`src/rtl/vex_dbus_responder.sv`:
```
// vex_dbus_responder
//   Responder for a VexRiscv-style dBus. It accepts commands under the
//   control of a free stall request, queues reads in a small FIFO, and
//   answers them in order. A response may be delayed by a free stall
//   request, but only for a bounded number of cycles. Protocol violations
//   by the core are recorded in a sticky flag.
//
// Parameters
//   DEPTH       outstanding read capacity (power of two, 2..16)
//   MAX_STALL   longest run of stall cycles on either channel (1..7)
//
// Ports
//   clock, resetn            clock; asynchronous active-low reset
//   cmd_valid/wr/address/size  core command channel
//   cmd_ready                command accepted this cycle (combinational)
//   cmd_stall_req            free request to stall the command channel
//   rsp_stall_req            free request to delay the head response
//   rsp_data_in              free value returned as read data
//   rsp_ready/data/address   single-cycle read response
//   pending                  number of outstanding reads
//   protocol_err             sticky protocol violation flag
module vex_dbus_responder #(
    parameter int DEPTH     = 4,
    parameter int MAX_STALL = 3
) (
    input  logic        clock,
    input  logic        resetn,
    input  logic        cmd_valid,
    input  logic        cmd_wr,
    input  logic [31:0] cmd_address,
    input  logic [1:0]  cmd_size,
    output logic        cmd_ready,
    input  logic        cmd_stall_req,
    input  logic        rsp_stall_req,
    input  logic [31:0] rsp_data_in,
    output logic        rsp_ready,
    output logic [31:0] rsp_data,
    output logic [31:0] rsp_address,
    output logic [4:0]  pending,
    output logic        protocol_err
);

    localparam int          PTR_W       = $clog2(DEPTH);
    localparam logic [2:0]  MAX_STALL_C = 3'(MAX_STALL);
    localparam logic [4:0]  DEPTH_C     = 5'(DEPTH);

    typedef enum logic [1:0] {
        IDLE  = 2'd0,
        WAIT  = 2'd1,
        FORCE = 2'd2
    } head_state_t;

    head_state_t      state_q, state_d;
    logic [2:0]       age_q, age_d;
    logic [2:0]       cmd_stall_cnt_q, cmd_stall_cnt_d;
    logic [4:0]       count_q, count_d;
    logic [PTR_W-1:0] wr_ptr_q, wr_ptr_d;
    logic [PTR_W-1:0] rd_ptr_q, rd_ptr_d;
    logic             stalled_q, stalled_d;
    logic [31:0]      hold_address_q, hold_address_d;
    logic             hold_wr_q, hold_wr_d;
    logic [1:0]       hold_size_q, hold_size_d;
    logic             protocol_err_q, protocol_err_d;

    // Each FIFO entry holds {address, size} of one accepted read.
    logic [33:0]      entry_mem_q [DEPTH];

    logic             full;
    logic             accept;
    logic             push;
    logic             pop;
    logic             changed_while_stalled;
    logic             bad_size;
    logic             misaligned;
    logic [33:0]      head_entry;

    // Command channel. Gating with resetn keeps cmd_ready low during reset
    // even though the FIFO then looks empty.
    always_comb begin
        full      = (count_q == DEPTH_C);
        cmd_ready = resetn && !full &&
                    (!cmd_stall_req || (cmd_stall_cnt_q == MAX_STALL_C));
        accept    = cmd_valid && cmd_ready;
        push      = accept && !cmd_wr;

        cmd_stall_cnt_d = cmd_stall_cnt_q;
        if (!cmd_valid || accept) begin
            cmd_stall_cnt_d = 3'd0;
        end else if (cmd_stall_cnt_q < MAX_STALL_C) begin
            cmd_stall_cnt_d = cmd_stall_cnt_q + 3'd1;
        end
    end

    // Head state machine. The state for the next cycle is derived from the
    // next occupancy and age, so a freshly pushed entry is only visible as
    // head one cycle later, which gives the minimum latency of one cycle.
    always_comb begin
        rsp_ready  = 1'b0;
        head_entry = entry_mem_q[rd_ptr_q];

        case (state_q)
            IDLE:    rsp_ready = 1'b0;
            WAIT:    rsp_ready = !rsp_stall_req;
            FORCE:   rsp_ready = 1'b1;
            default: rsp_ready = 1'b0;
        endcase

        pop = rsp_ready;

        age_d = age_q;
        if ((state_q == IDLE) || pop) begin
            age_d = 3'd0;
        end else if (age_q < MAX_STALL_C) begin
            age_d = age_q + 3'd1;
        end

        count_d  = count_q + {4'd0, push} - {4'd0, pop};
        wr_ptr_d = push ? wr_ptr_q + 1'b1 : wr_ptr_q;
        rd_ptr_d = pop  ? rd_ptr_q + 1'b1 : rd_ptr_q;

        state_d = WAIT;
        if (count_d == 5'd0) begin
            state_d = IDLE;
        end else if (age_d == MAX_STALL_C) begin
            state_d = FORCE;
        end

        rsp_address = rsp_ready ? head_entry[33:2] : 32'd0;
        rsp_data    = rsp_ready ? rsp_data_in      : 32'd0;
    end

    // Protocol checking. A stalled command must be held unchanged until it
    // is accepted; size 3 and misaligned accesses are always violations.
    always_comb begin
        stalled_d      = cmd_valid && !cmd_ready;
        hold_address_d = cmd_address;
        hold_wr_d      = cmd_wr;
        hold_size_d    = cmd_size;

        changed_while_stalled = stalled_q &&
                                (!cmd_valid ||
                                 (cmd_address != hold_address_q) ||
                                 (cmd_wr      != hold_wr_q) ||
                                 (cmd_size    != hold_size_q));
        bad_size   = cmd_valid && (cmd_size == 2'd3);
        misaligned = cmd_valid &&
                     (((cmd_size == 2'd1) && cmd_address[0]) ||
                      ((cmd_size == 2'd2) && (cmd_address[1:0] != 2'd0)));

        protocol_err_d = protocol_err_q || changed_while_stalled ||
                         bad_size || misaligned;
    end

    assign pending      = count_q;
    assign protocol_err = protocol_err_q;

    // Control state; reset discards every outstanding read.
    always_ff @(posedge clock or negedge resetn) begin
        if (!resetn) begin
            state_q         <= IDLE;
            age_q           <= 3'd0;
            cmd_stall_cnt_q <= 3'd0;
            count_q         <= 5'd0;
            wr_ptr_q        <= '0;
            rd_ptr_q        <= '0;
            stalled_q       <= 1'b0;
            hold_address_q  <= 32'd0;
            hold_wr_q       <= 1'b0;
            hold_size_q     <= 2'd0;
            protocol_err_q  <= 1'b0;
        end else begin
            state_q         <= state_d;
            age_q           <= age_d;
            cmd_stall_cnt_q <= cmd_stall_cnt_d;
            count_q         <= count_d;
            wr_ptr_q        <= wr_ptr_d;
            rd_ptr_q        <= rd_ptr_d;
            stalled_q       <= stalled_d;
            hold_address_q  <= hold_address_d;
            hold_wr_q       <= hold_wr_d;
            hold_size_q     <= hold_size_d;
            protocol_err_q  <= protocol_err_d;
        end
    end

    // FIFO storage needs no reset: entries are only read when count_q says
    // they are valid.
    always_ff @(posedge clock) begin
        if (push) begin
            entry_mem_q[wr_ptr_q] <= {cmd_address, cmd_size};
        end
    end

endmodule

```
`config.mk`:
```
export PLATFORM = sky130hd
export DESIGN_NAME = vex_dbus_responder
export DESIGN_NICKNAME = d
export VERILOG_FILES = /design/src/rtl/vex_dbus_responder.sv
export SDC_FILE = /design/constraint.sdc
export NUM_CORES = 1
export LEC_CHECK = 0
export CAP_MARGIN = 20
export CORE_MARGIN = 2
export CORE_UTILIZATION = 25
export CTS_CLUSTER_DIAMETER = 100
export CTS_CLUSTER_SIZE = 12
export DETAILED_ROUTE_END_ITERATION = 16
export DONT_BUFFER_PORTS = 1
export GPL_TIMING_DRIVEN = 1
export MAX_ROUTING_LAYER = met4
export PLACE_DENSITY = 0.34
export SYNTH_ARGS = -nofsm -noshare
export SYNTH_HDL_FRONTEND = slang
export SYNTH_SLANG_ARGS = --single-unit
```
`constraint.sdc`:
```
create_clock -name clock -period 6.8 [get_ports clock]
set_input_delay 1.36 -clock clock [delete_from_list [all_inputs] [get_ports clock]]
set_output_delay 1.36 -clock clock [all_outputs]
set_load 0.01 [all_outputs]
```
==> impl_metrics.py <==
metrics = {
    "clock_tree": {
        "cts_sinks": 182,
        "cts_tree": "built",
        "numCtsBuffers": 17,
        "hold_buffers": 0,
        "clock_latency_ns": 0.42,
        "htree_levels": 4,
        "cts.reportedPaths.clkPinSlew_ns": 0.07,
        "cts_resized": 0,
        "cts_setup_buffers": 0,
        "clockBufferDepth": 2,
        "cts-root-buf": "clkbuf_16",
    },
    "floorplanning": {
        "core_area_sq_mm": 0.02956,
        "die_area_sq_mm": 0.03126,
        "dieHeight_microns": 176.8,
        "chipWidth_microns": 176.8,
        "io_pins": 144,
        "num_rows": 63,
        "start_util_pct": 25.26,
    },
    "yosys": {
        "synthFlopType": "edfxtp_1",
        "syn_nets": 519,
        "async_flop_share_pct": 29.67,
        "synth_area_per_cell_sq_um": 17.32,
        "synth.largest_area_cell": "edfxtp_1",
        "synth_edf_count": 128,
        "yosys-top-cells-count": "128 x edfxtp_1, 68 x and2_1, 54 x dfrtp_1",
        "ys_seq_area_share_pct": 69.58,
        "synth_most_common_cell": "edfxtp_1",
        "synth_warnings": 0,
        "ys_seq_elements": 182,
        "yosys.area.top_type_share_pct": 51.48,
        "synth.distinct_cells": 37,
        "synth_area_leaders": "edfxtp_1 51%, dfrtp_1 18%, mux4_2 9.7%",
        "synthCells": 431,
        "synth_area_sq_mm": 0.007466,
    },
    "critical_path": {
        "critPathCaptureType": "output pin",
        "crit_type": "input port to output pin",
        "cp.buffers_inverters": 1,
        "cp_top_family": "compound AO/OA/AOI/OAI gates",
        "reg2regPathDepth": 16,
        "required_ns": 5.44,
        "startpoint_type": "input port",
        "crit_slowest_cell": "o21a_2",
        "crit_fanout": 48,
        "slowest_delay_ns": 0.54,
        "arrival_ns": 2.77,
        "path_cells": "nor2b_1 -> o21a_2 -> buf_4 -> and2_1",
        "cp.depth": 4,
    },
    "power_and_ir_drop": {
        "p_sw_share_pct": 30.68,
        "ir_drop_uv": 154.8,
        "pwr-share-clk_pct": 32.1,
        "intPower_mw": 2.230,
        "p_per_area_mw_per_mm2": 376.1,
        "seqPwrFrac_pct": 43.1,
        "pwr-share-comb_pct": 24.8,
        "p_switching_mw": 0.9867,
        "leakage_nw": 2.952,
    },
    "route": {
        "drt_first_pass_iters": 5,
        "num_vias": 3590,
        "viasPerCell": 4.249,
        "drc_errors": 0,
        "routed_wirelength_microns": 16820,
        "drt_iter0_drc": 204,
        "routedWlPerCell_microns": 19.90,
        "drtAntennaViolNets": 0,
    },
    "final_layout": {
        "layout.nets": 530,
        "n_fill_cell": 2950,
        "syn2layout_area_growth_pct": 14.53,
        "drive_gt1_share_pct": 18.02,
        "utilization_pct": 28.93,
        "n_antenna_cell": 0,
    },
    "sta": {
        "finalMaxSlewViolations": 0,
        "hold_ws_ns": 0.4987,
        "fin_skew_ns": 0.01150,
        "finalSetupTns_ns": 0,
        "tightest_slew_ns": 0.8095,
        "worst_slew_margin_rel_pct": 46.03,
        "rsz0062_at_grt": "false",
        "min_period_ns": 4.129,
        "setup_viol": 0,
        "finalCritPeriodShare_pct": 60.73,
        "final_hold_viol_count": 0,
        "fmax_mhz": 242.2,
    },
    "placement": {
        "dp_hpwl_microns": 10620,
        "gp_congestion": 0.6872,
        "place.port_buffers": 0,
    },
    "global_route": {
        "grt_pass1_wl_microns": 25250,
        "antenna_found_initial": 0,
        "grt_max_degree": 56,
        "grt_pass1_vias": 3915,
        "grt_remaining_overflow": 0,
        "grt_usage_pct": 11.60,
    },
    "run_status": {
        "status": "completed",
    },
    "min_path": {
        "hold_depth": 1,
        "holdCritPathClass": "flop to flop",
    },
    "run": {
        "drv_cap": 0,
    },
}
[power groups by stage]
| stage | combinational [mW] | clock (mW) | sequential, mW |
|---|---|---|---|
| finish | 0.798 | 1.03 | 1.39 |
| global route | 0.894 | 1.11 | 1.41 |
| CTS | 0.828 | 1.07 | 1.39 |
| detailed placement | 0.824 | 0 | 1.42 |
| global placement | 0.815 | 0 | 1.41 |
| floorplan | 0.713 | 0 | 1.34 |
[cell usage in the layout (no fill, tap or decap), drive strengths merged, types with 2 or more instances in the layout]
cell type	synthesis	final
nor2	7	7
nand2	7	7
and2	68	68
a21oi	7	7
nand4	8	8
ha	15	15
o21ai	4	4
xnor2	35	35
edfxtp	128	128
a2111oi	3	3
mux4	32	32
nor3	3	3
inv	20	26
xor2	3	3
nor4	3	3
nand2b	2	2
clkbuf	8	17
o2bb2ai	2	2
a21o	2	2
nor2b	4	4
a211oi	2	2
clkinv	0	5
dfrtp	54	54
buf	7	7
bufinv	0	3
[routing by layer]
layer | vias up | routed length [microns] | GRT usage, %
li1 | 1606 | - | -
met1 | 1902 | 7388 | 14.25
met2 | 69 | 8515 | 18.80
met3 | 13 | 726 | 3.179
met4 | 0 | 185 | 3.306
met5 | - | 0 | -
[cell type report]
class	count	area [sq um]	area share, %
Sequential cell	182	5196	60.77
Clock inverter	15	192.7	2.253
Multi-Input combinational cell	214	2108	24.66
Timing Repair Buffer	7	65.06	0.7609
Tap cell	390	488.0	5.707
Clock buffer	17	425.4	4.975
Inverter	20	75.07	0.8780
[final timing paths]
| kind | endpoint | start | slack (ns) |
|---|---|---|---|
| setup / recovery | rsp_data[13] | rsp_stall_req | 2.67 |
| hold / removal | protocol_err | stalled_q | 0.50 |
| setup reg to reg | state_q[0] | cmd_stall_cnt_q[0] | 3.55 |
| hold reg to reg | protocol_err | stalled_q | 0.50 |
| max in group asynchronous | rd_ptr_q[0] | resetn | 6.04 |
| min in group asynchronous | pending[4] | resetn | 0.62 |
[logic make-up (layout without fill, tap and decap cells)]
logic type | Yosys count | after routing | synth area share, %
simple gates | 105 | 105 | 8.631
flops | 182 | 182 | 69.58
mux | 32 | 32 | 9.653
fa+ha+maj | 16 | 16 | 2.782
xor+xnor | 38 | 38 | 4.659
compound gates | 23 | 23 | 2.480
buf+inv | 35 | 59 | 2.212
[registers in the layout, summed over array words and instances, names as in the netlist, 2 cells and up]
name / cells
age_q: 3
cmd_stall_cnt_q: 3
entry_mem_q: 128
hold_address_q: 32
hold_size_q: 2
pending: 5
rd_ptr_q: 2
state_q: 2
wr_ptr_q: 2
[metrics by stage]
stage / cell area [sq um] / power, mW / instances / worst slack [ns]
final: 8551 / 3.216 / 845 / 2.671
after detailed placement: 7913 / 2.242 / 812 / 2.587
after floorplan: 7466 / 2.054 / 431 / 3.226
after global placement: 7913 / 2.229 / 812 / 2.680
after global routing: 8551 / 3.414 / 845 / 2.525
after CTS: 8531 / 3.291 / 844 / 2.582
No activity file was read; power rests on OpenSTA's default activity.
